### src/rtl/cmd_loader.sv
`default_nettype none
// ============================================================================
// Module   : cmd_loader
// Purpose  : Program store and run controller for the cpu. Receives a
//            length-prefixed byte stream (16-bit little-endian word count,
//            then 4 bytes per word, little-endian) and packs it into 32-bit
//            command words. Once a load completes it holds cmd_en high and
//            serves registered command fetches. When the cpu reports res_en,
//            it captures res, drops cmd_en and waits for a reload.
// Ports    : sys_clk, sys_rst_n      - clock, asynchronous active-low reset
//            rx_data, rx_valid       - incoming program bytes (1-cycle strobe)
//            cmd_id -> cmd           - fetch index -> registered command word
//            cmd_en                  - cpu run enable
//            res, res_en             - cpu result and result-valid/halt
//            result, result_valid    - captured cpu result
//            busy                    - a load is in progress
//            ovf                     - last load declared more words than DEPTH
// Revision : 1.0 - initial release
// ============================================================================
module cmd_loader #(
  parameter int ADDR_W = 6
) (
  input  logic        sys_clk,
  input  logic        sys_rst_n,
  input  logic [7:0]  rx_data,
  input  logic        rx_valid,
  input  logic [15:0] cmd_id,
  output logic [31:0] cmd,
  output logic        cmd_en,
  input  logic [31:0] res,
  input  logic        res_en,
  output logic [31:0] result,
  output logic        result_valid,
  output logic        busy,
  output logic        ovf
);

  localparam int unsigned DEPTH = 2 ** ADDR_W;

  typedef enum logic [2:0] {
    S_IDLE   = 3'd0,
    S_LEN_HI = 3'd1,
    S_LOAD   = 3'd2,
    S_RUN    = 3'd3,
    S_DONE   = 3'd4
  } state_t;

  state_t      r_state;
  state_t      w_state_nxt;

  logic [15:0] r_len;
  logic [15:0] r_idx;
  logic [1:0]  r_lane;
  logic [23:0] r_word;      // lanes 0..2; lane 3 comes straight from rx_data
  logic [31:0] r_cmd;
  logic [31:0] r_result;
  logic        r_result_valid;
  logic        r_ovf;

  logic [31:0] r_mem [DEPTH];

  logic [15:0] w_len_full;
  logic        w_load_done;
  logic        w_load_byte;
  logic        w_word_last;
  logic        w_mem_we;
  logic        w_fetch_ok;

  // Length as it will be once the high byte in rx_data is latched.
  assign w_len_full  = {rx_data, r_len[7:0]};
  // Index has already reached N: the final word was written on a prior edge,
  // so the next edge moves to RUN (cmd_en one edge after the final byte).
  assign w_load_done = (r_idx == r_len);
  assign w_load_byte = (r_state == S_LOAD) && rx_valid && !w_load_done;
  assign w_word_last = w_load_byte && (r_lane == 2'd3);
  // Words past DEPTH are counted but never written.
  assign w_mem_we    = w_word_last && (32'(r_idx) < DEPTH);
  assign w_fetch_ok  = (32'(cmd_id) < DEPTH);

  // --------------------------------------------------------------------------
  // FSM: state register
  // --------------------------------------------------------------------------
  always_ff @(posedge sys_clk or negedge sys_rst_n) begin
    if (!sys_rst_n) begin
      r_state <= S_IDLE;
    end else begin
      r_state <= w_state_nxt;
    end
  end

  // --------------------------------------------------------------------------
  // FSM: next state and state-decoded outputs
  // --------------------------------------------------------------------------
  always_comb begin
    w_state_nxt = r_state;
    cmd_en      = 1'b0;
    busy        = 1'b0;
    case (r_state)
      S_IDLE: begin
        if (rx_valid) begin
          w_state_nxt = S_LEN_HI;
        end
      end
      S_LEN_HI: begin
        busy = 1'b1;
        if (rx_valid) begin
          w_state_nxt = (w_len_full == 16'd0) ? S_IDLE : S_LOAD;
        end
      end
      S_LOAD: begin
        busy = 1'b1;
        if (w_load_done) begin
          w_state_nxt = S_RUN;
        end
      end
      S_RUN: begin
        cmd_en = 1'b1;
        if (res_en) begin
          w_state_nxt = S_DONE;
        end
      end
      S_DONE: begin
        if (rx_valid) begin
          w_state_nxt = S_LEN_HI;
        end
      end
      default: begin
        w_state_nxt = S_IDLE;
      end
    endcase
  end

  // --------------------------------------------------------------------------
  // Datapath registers: length, index, lane packing, result, overflow flag
  // --------------------------------------------------------------------------
  always_ff @(posedge sys_clk or negedge sys_rst_n) begin
    if (!sys_rst_n) begin
      r_len          <= 16'd0;
      r_idx          <= 16'd0;
      r_lane         <= 2'd0;
      r_word         <= 24'd0;
      r_result       <= 32'd0;
      r_result_valid <= 1'b0;
      r_ovf          <= 1'b0;
    end else begin
      case (r_state)
        S_IDLE: begin
          if (rx_valid) begin
            r_len[7:0] <= rx_data;
          end
        end
        S_LEN_HI: begin
          if (rx_valid) begin
            r_len[15:8] <= rx_data;
            // A zero-length stream leaves index, lane and ovf untouched.
            if (w_len_full != 16'd0) begin
              r_idx  <= 16'd0;
              r_lane <= 2'd0;
              r_ovf  <= (32'(w_len_full) > DEPTH);
            end
          end
        end
        S_LOAD: begin
          if (w_load_byte) begin
            case (r_lane)
              2'd0:    r_word[7:0]   <= rx_data;
              2'd1:    r_word[15:8]  <= rx_data;
              2'd2:    r_word[23:16] <= rx_data;
              default: r_idx         <= r_idx + 16'd1;
            endcase
            r_lane <= r_lane + 2'd1;
          end
        end
        S_RUN: begin
          if (res_en) begin
            r_result       <= res;
            r_result_valid <= 1'b1;
          end
        end
        S_DONE: begin
          if (rx_valid) begin
            r_result_valid <= 1'b0;
            r_len[7:0]     <= rx_data;
          end
        end
        default: begin
        end
      endcase
    end
  end

  // --------------------------------------------------------------------------
  // Program memory (no reset: contents survive reset and partial loads)
  // --------------------------------------------------------------------------
  always_ff @(posedge sys_clk) begin
    if (w_mem_we) begin
      r_mem[r_idx[ADDR_W-1:0]] <= {rx_data, r_word};
    end
  end

  // Registered fetch, active in every state.
  always_ff @(posedge sys_clk or negedge sys_rst_n) begin
    if (!sys_rst_n) begin
      r_cmd <= 32'd0;
    end else begin
      r_cmd <= w_fetch_ok ? r_mem[cmd_id[ADDR_W-1:0]] : 32'd0;
    end
  end

  assign cmd          = r_cmd;
  assign result       = r_result;
  assign result_valid = r_result_valid;
  assign ovf          = r_ovf;

endmodule
`default_nettype wire

### config.mk
export PLATFORM = sky130hd
export DESIGN_NAME = cmd_loader
export DESIGN_NICKNAME = d
export VERILOG_FILES = /design/src/rtl/cmd_loader.sv
export SDC_FILE = /design/constraint.sdc
export NUM_CORES = 2
export LEC_CHECK = 0
export ABC_AREA = 1
export BUFFER_PORTS_ARGS = -buffer_cell sky130_fd_sc_hd__buf_2
export CORE_MARGIN = 1.5
export CORE_UTILIZATION = 40
export CTS_CLUSTER_SIZE = 25
export DETAILED_ROUTE_END_ITERATION = 16
export GPL_ROUTABILITY_DRIVEN = 0
export PLACE_DENSITY = 0.62
export RECOVER_POWER = 50
export SYNTH_ARGS = -nofsm -noshare
export SYNTH_HDL_FRONTEND = slang
export SYNTH_SLANG_ARGS = --single-unit
### constraint.sdc
create_clock -name sys_clk -period 9.3 [get_ports sys_clk]
set_input_delay 0 -clock sys_clk [delete_from_list [all_inputs] [get_ports sys_clk]]
set_output_delay 0 -clock sys_clk [all_outputs]
set_load 0.03 [all_outputs]
==> Yosys cells after proc, flatten, opt, wreduce, memory -nomap -nowiden <==
Memory sizes are Yosys's and may differ from the RTL's.
Cells that the tools add are included.
{ "word_totals": {"regBits": 127, "mem_bits_rw": 2048, "inputBits": 60, "output_inout_bits": 68, "wordCells": 82, "memories": 1} }
{ "classes": {"addsub": 2, "magnitude_cmp": 3, "eq_ne": 16, "n_mux": 23, "reduce_logical": 25} }
{ "mem_list": {"columns": ["name", "words", "word_bits", "rd", "rd_clocked_by_memory_dff", "wr", "line", "text"], "rows": [
  ["r_mem", 64, 32, 1, 0, 1, "60", "logic [31:0] r_mem [DEPTH];"]
]} }
{ "ops": {"columns": ["op", "n"], "rows": [
  ["16-bit two-way mux", 4],
  ["16-bit by 7-bit < comparator with 1-bit output, second input constant", 2],
  ["32-bit two-way mux", 1],
  ["16-bit one-hot mux with 2 select lines", 1],
  ["16-bit by 1-bit adder with 16-bit output, second input constant", 1],
  ["16-bit == test", 1],
  ["16-bit by 7-bit > comparator with 1-bit output, second input constant", 1],
  ["16-bit logical NOT", 1],
  ["16-bit nonzero test", 1],
  ["3-bit AND reduction", 5],
  ["2-bit inequality test, second input constant", 7],
  ["3-bit two-way mux", 4],
  ["3-bit one-hot mux with 4 select lines", 1],
  ["2-bit two-way mux", 4],
  ["4-bit AND reduction", 2],
  ["3-bit by 2-bit == test with 1-bit output, second input constant", 2],
  ["1-bit two-way mux", 6],
  ["2-bit AND reduction", 3],
  ["5-bit AND reduction", 1],
  ["2-bit == test, second input constant", 2],
  ["1-bit logical AND", 4],
  ["2-bit one-hot mux with 2 select lines", 1],
  ["2-bit nonzero test", 2],
  ["2-bit OR reduction", 2],
  ["other kinds (10)", 10]
]} }

==> Depth between registers and ports, before layout <==
{ "logic_depth": {"depth_word": 7, "ltp_mapped": 14, "depth_no_buf": 12} }

==> Least setup slack after synthesis <==
OpenSTA, ideal clock, no wires.
{ "synth_path": {"path_kind": "reg2reg", "start": "reg r_idx[8]", "end": "mem r_mem[56][0] (enable)", "setup_ps": 461, "arrival_time_ps": 3503, "required_ps": 8839, "setup_slack_ps": 5336, "path_stages_with_launch": 8, "path_buffers": 2, "synth_period_minus_slack_ps": 3964, "cell_sequence": "dfrtp_1 > buf_4 > inv_1 > nand4_1 > nor3_1 > nand4_1 > buf_2 > nor3_1"} }
{ "synth_via": {"elab_chain_len": 7, "elab_cells_between_ends": 8, "classes_between": "order compare: 1; eq/ne: 1; mux: 2; reduce/logical: 4"} }
{ "synth_rtl": {"columns": ["item", "line", "text"], "rows": [
  ["start, declared", "52", "logic [15:0] r_idx;"],
  ["start signal, assigned", "169", "default: r_idx <= r_idx + 16'd1;"],
  ["branches (longest 4 deep; another with 16-bit by 7-bit < comparator with 1-bit output)", null, null],
  ["1-bit logical AND *", "77", "assign w_mem_we = w_word_last && (32'(r_idx) < DEPTH);"],
  ["1-bit two-way mux *", "196", "if (w_mem_we) begin"],
  ["1-bit two-way mux (implied by the code) *", "197", "r_mem[r_idx[ADDR_W-1:0]] <= {rx_data, r_word};"],
  ["end, declared", "60", null]
]} }
Mark *: on every way between the ends.

==> summary.txt <==
Status
  • Outcome: complete, but fails checks
  • Failing checks: max-capacitance violations, max-slew violations

Global routing
  • Number of global-route vias before repair: 56700
  • Grt total ovfl: 0
  • Initial antenna violation count: 8
  • Gr usage total: 0.225
  • Largest net degree at the start of global routing: 226
  • First-pass GRT wire length: ~370000 um

Cells and area
  • Fillers: 19400
  • Layout cells sized above 1: 0.0751
  • Multi-input gate area: 20800 um2
  • Final Cell Area: approximately 100000 um2
  • Nets: 7556
  • FF/Latch Area: 64700 um2
  • Area growth syn-to-layout: 13.0%

Worst setup path
  • Critical path's slowest cell: clkbuf_1
  • Worst setup SP type: input pin
  • Worst path cell trace: dlygate4sd3_1 -> dlygate4sd3_1 -> clkbuf_1 -> clkbuf_1
  • Slowest stage delay, CP: 3.26 ns
  • Critical path type: input pin to async pin
  • Max FO, Critical Path: 45
  • Arrival @ worst endpoint: roughly 4.6 ns
  • Worst EP required: 8.79 ns
  • Crit. End Element: async pin

Synthesis
  • Post-synth top cells: 2403 x nand2_1, 2048 x edfxtp_1, 1795 x nand3_1
  • Post-synth top flop: edfxtp_1
  • Synth cell types: 30
  • Ys Warns: 0
  • Cell Area, Synth: 87500 um2
  • Number of synthesized flops with an enable pin: 2048
  • Most frequent cell after synthesis: nand2_1
  • Synth area leader: edfxtp_1
  • Avg Cell Area, Syn: around 12 um2
  • Post-synth top area share: 0.702
  • Ys async rst share: 0.0584
  • Gate count of the mapped netlist: 7349
  • Synthesized flop and latch total: 2175
  • Synthesized net count: 7415
  • Top post-synthesis cells by area: edfxtp_1 70%, nand2_1 10%, nand3_1 10%, dfrtp_1 3.6%, buf_2 1.5%
  • Register area share after synthesis: 0.739

Drt
  • Routed wire length per instance: 24.2 um
  • Drt first pass iters: 6
  • Post-Route WL: around 260000 um
  • DRC Markers: 0
  • Via-to-Cell Ratio: 5.59
  • DRT iter0 DRCs: roughly 7400
  • DRT antenna net count: 0
  • DR vias: about 60000

STA
  • Count of pins over their slew limit: ~2100
  • Peak Freq: 0.195 GHz
  • Max-slew headroom: -2.09
  • Slew @ Worst Pin: 4.64 ns
  • Crit path time final: 5.12 ns
  • Total negative slack: 0 ns
  • Max Clock Skew: 0.0304 ns
  • Unrepaired setup endpoints after global routing: no
  • Final setup fails: 0
  • Tcrit/Tclk final: 0.550
  • Hold Fails Final Rpt: 0

Die
  • Die area: 222000 um2
  • Core area: 217000 um2
  • Vert. Die Dim: roughly 470 um
  • Starting density of the core: 0.403
  • Top Ports: 128
  • Die W: 471 um
  • Row count: between 150 and 200

Clocking
  • Setup Buffers After CTS: 0
  • Clock buffer depth: 3
  • CTS Buf Count: 214
  • Worst-Skew Late Latency: 0.84 ns
  • Clock root buffer: clkbuf_16
  • Hold buffers post-CTS: about 120
  • H-Tree Depth: 4
  • CTS-repair resized insts: 0
  • Reg clk slew, reported paths: ~0.060 ns
  • TritonCTS clock tree: yes
  • Clk sinks: 2175

Power
  • Part of the power in the clock network: 0.364
  • Sw Share: 0.256
  • Logic pwr share: 0.106
  • Seq pwr share: 0.530
  • Pleak: 35.1 nW
  • VDD IR-drop max: 198 uV
  • Int Power: 17.2 mW
  • Psw: 5.93 mW
  • Pwr Density: 234 nW/um2

Worst hold path
  • Tightest Hold Check Type: input pin to flip-flop

Run
  • Max-cap violation count: 38

Placement
  • Placed Area: 91300 um2
  • Port Buffer Count: around 130
  • HPWL after DPL: 124000 um
path summary, 6_finish.rpt:
kind	cells after the start	slack, ns	endpoint	startpoint
worst max-delay path	4	4.18	r_word[12]	sys_rst_n
worst min-delay path	9	0.18	cmd[5]	cmd_id[0]
worst max register to register	7	5.50	r_mem[24][24]	r_state[2]
worst min register to register	1	0.49	r_word[22]	r_word[22]
max in group sys_clk	13	4.99	cmd[27]	cmd_id[1]
min in group asynchronous	4	2.14	result[15]	sys_rst_n
per-layer routing:
metal  track usage  up-vias  part of all wire
li1              -    26300                 -
met1         0.321    29200              0.42
met2         0.356     2951              0.46
met3        0.0379      392             0.095
met4        0.0658        0             0.026
met5             0        -                 0
layout make-up:
cell class                 count  area share
timing repair buffer         401      0.0294
sequential                  2175       0.654
clock buffer                 304      0.0599
tap                         2854      0.0361
clock inverter                89     0.00814
multi-input combinational   4638       0.210
antenna                        3   0.0000759
inverter                      60     0.00255
power by group through the flow:
stage	clock, mW	combinational, mW	sequential, mW
finish	8.42	2.45	12.3
global route	8.87	2.64	12.3
floorplan	0	0.978	12.6
global placement	0	2.26	12.3
CTS	8.50	2.46	12.1
detailed placement	0	2.32	12.3
cells in the final DEF (no fill, tap or decap), types with 11 or more instances in the layout:
cell and count:
buf_2 53, dlygate4sd3_1 118, o22ai_1 18, inv_1 52, nand4_1 26, nor2_1 144
dfrtp_1 115, clkbuf_16 220, edfxtp_1 2048, bufinv_16 13, nor3_2 64, dfrtp_2 12
o21a_1 25, clkbuf_1 178, clkinv_1 48, o21ai_0 59, mux2_2 32, nand3_1 1795
buf_4 113, nand2_1 2403, clkinv_2 26, a21oi_1 41, clkbuf_8 11
through the flow:
step	instances	hold slack, ns	setup slack [ns]	power (mW)	util
floorplan	7349	-0.296	5.34	13.5	-
global placement	10000	0.0876	5.14	14.6	0.420
detailed placement	10000	0.0878	5.14	14.6	0.420
CTS	10500	0.0823	5.23	23.1	0.456
global route	10500	0.222	3.27	23.8	0.455
finish	10500	0.180	4.18	23.1	0.455
cell families (layout without fill, tap and decap cells):
group / after synthesis / after routing / synth area share
adder cells (fa/ha/maj): 6 / 6 / 0.000857
other: 0 / 3 / 0
AO/OA/AOI/OAI: 144 / 144 / 0.00925
buffers and inverters: 536 / 854 / 0.0274
flip-flops: 2175 / 2175 / 0.739
XOR/XNOR: 6 / 6 / 0.000600
multiplexers: 32 / 32 / 0.00412
AND/OR/NAND/NOR: 4450 / 4450 / 0.219
sequential cells by signal, summed over array words and instances (netlist names):
signal / flops
r_mem: 2048
cmd: 32
result: 32
r_word: 24
r_idx: 16
r_len: 16
r_state: 3
r_lane: 2
ovf: 1
result_valid: 1
critical path, delay by kind of cell:
kind / cells / cell delay, ns
buffers and inverters: 4 / 4.57
Power figures use the tool's default switching activity.
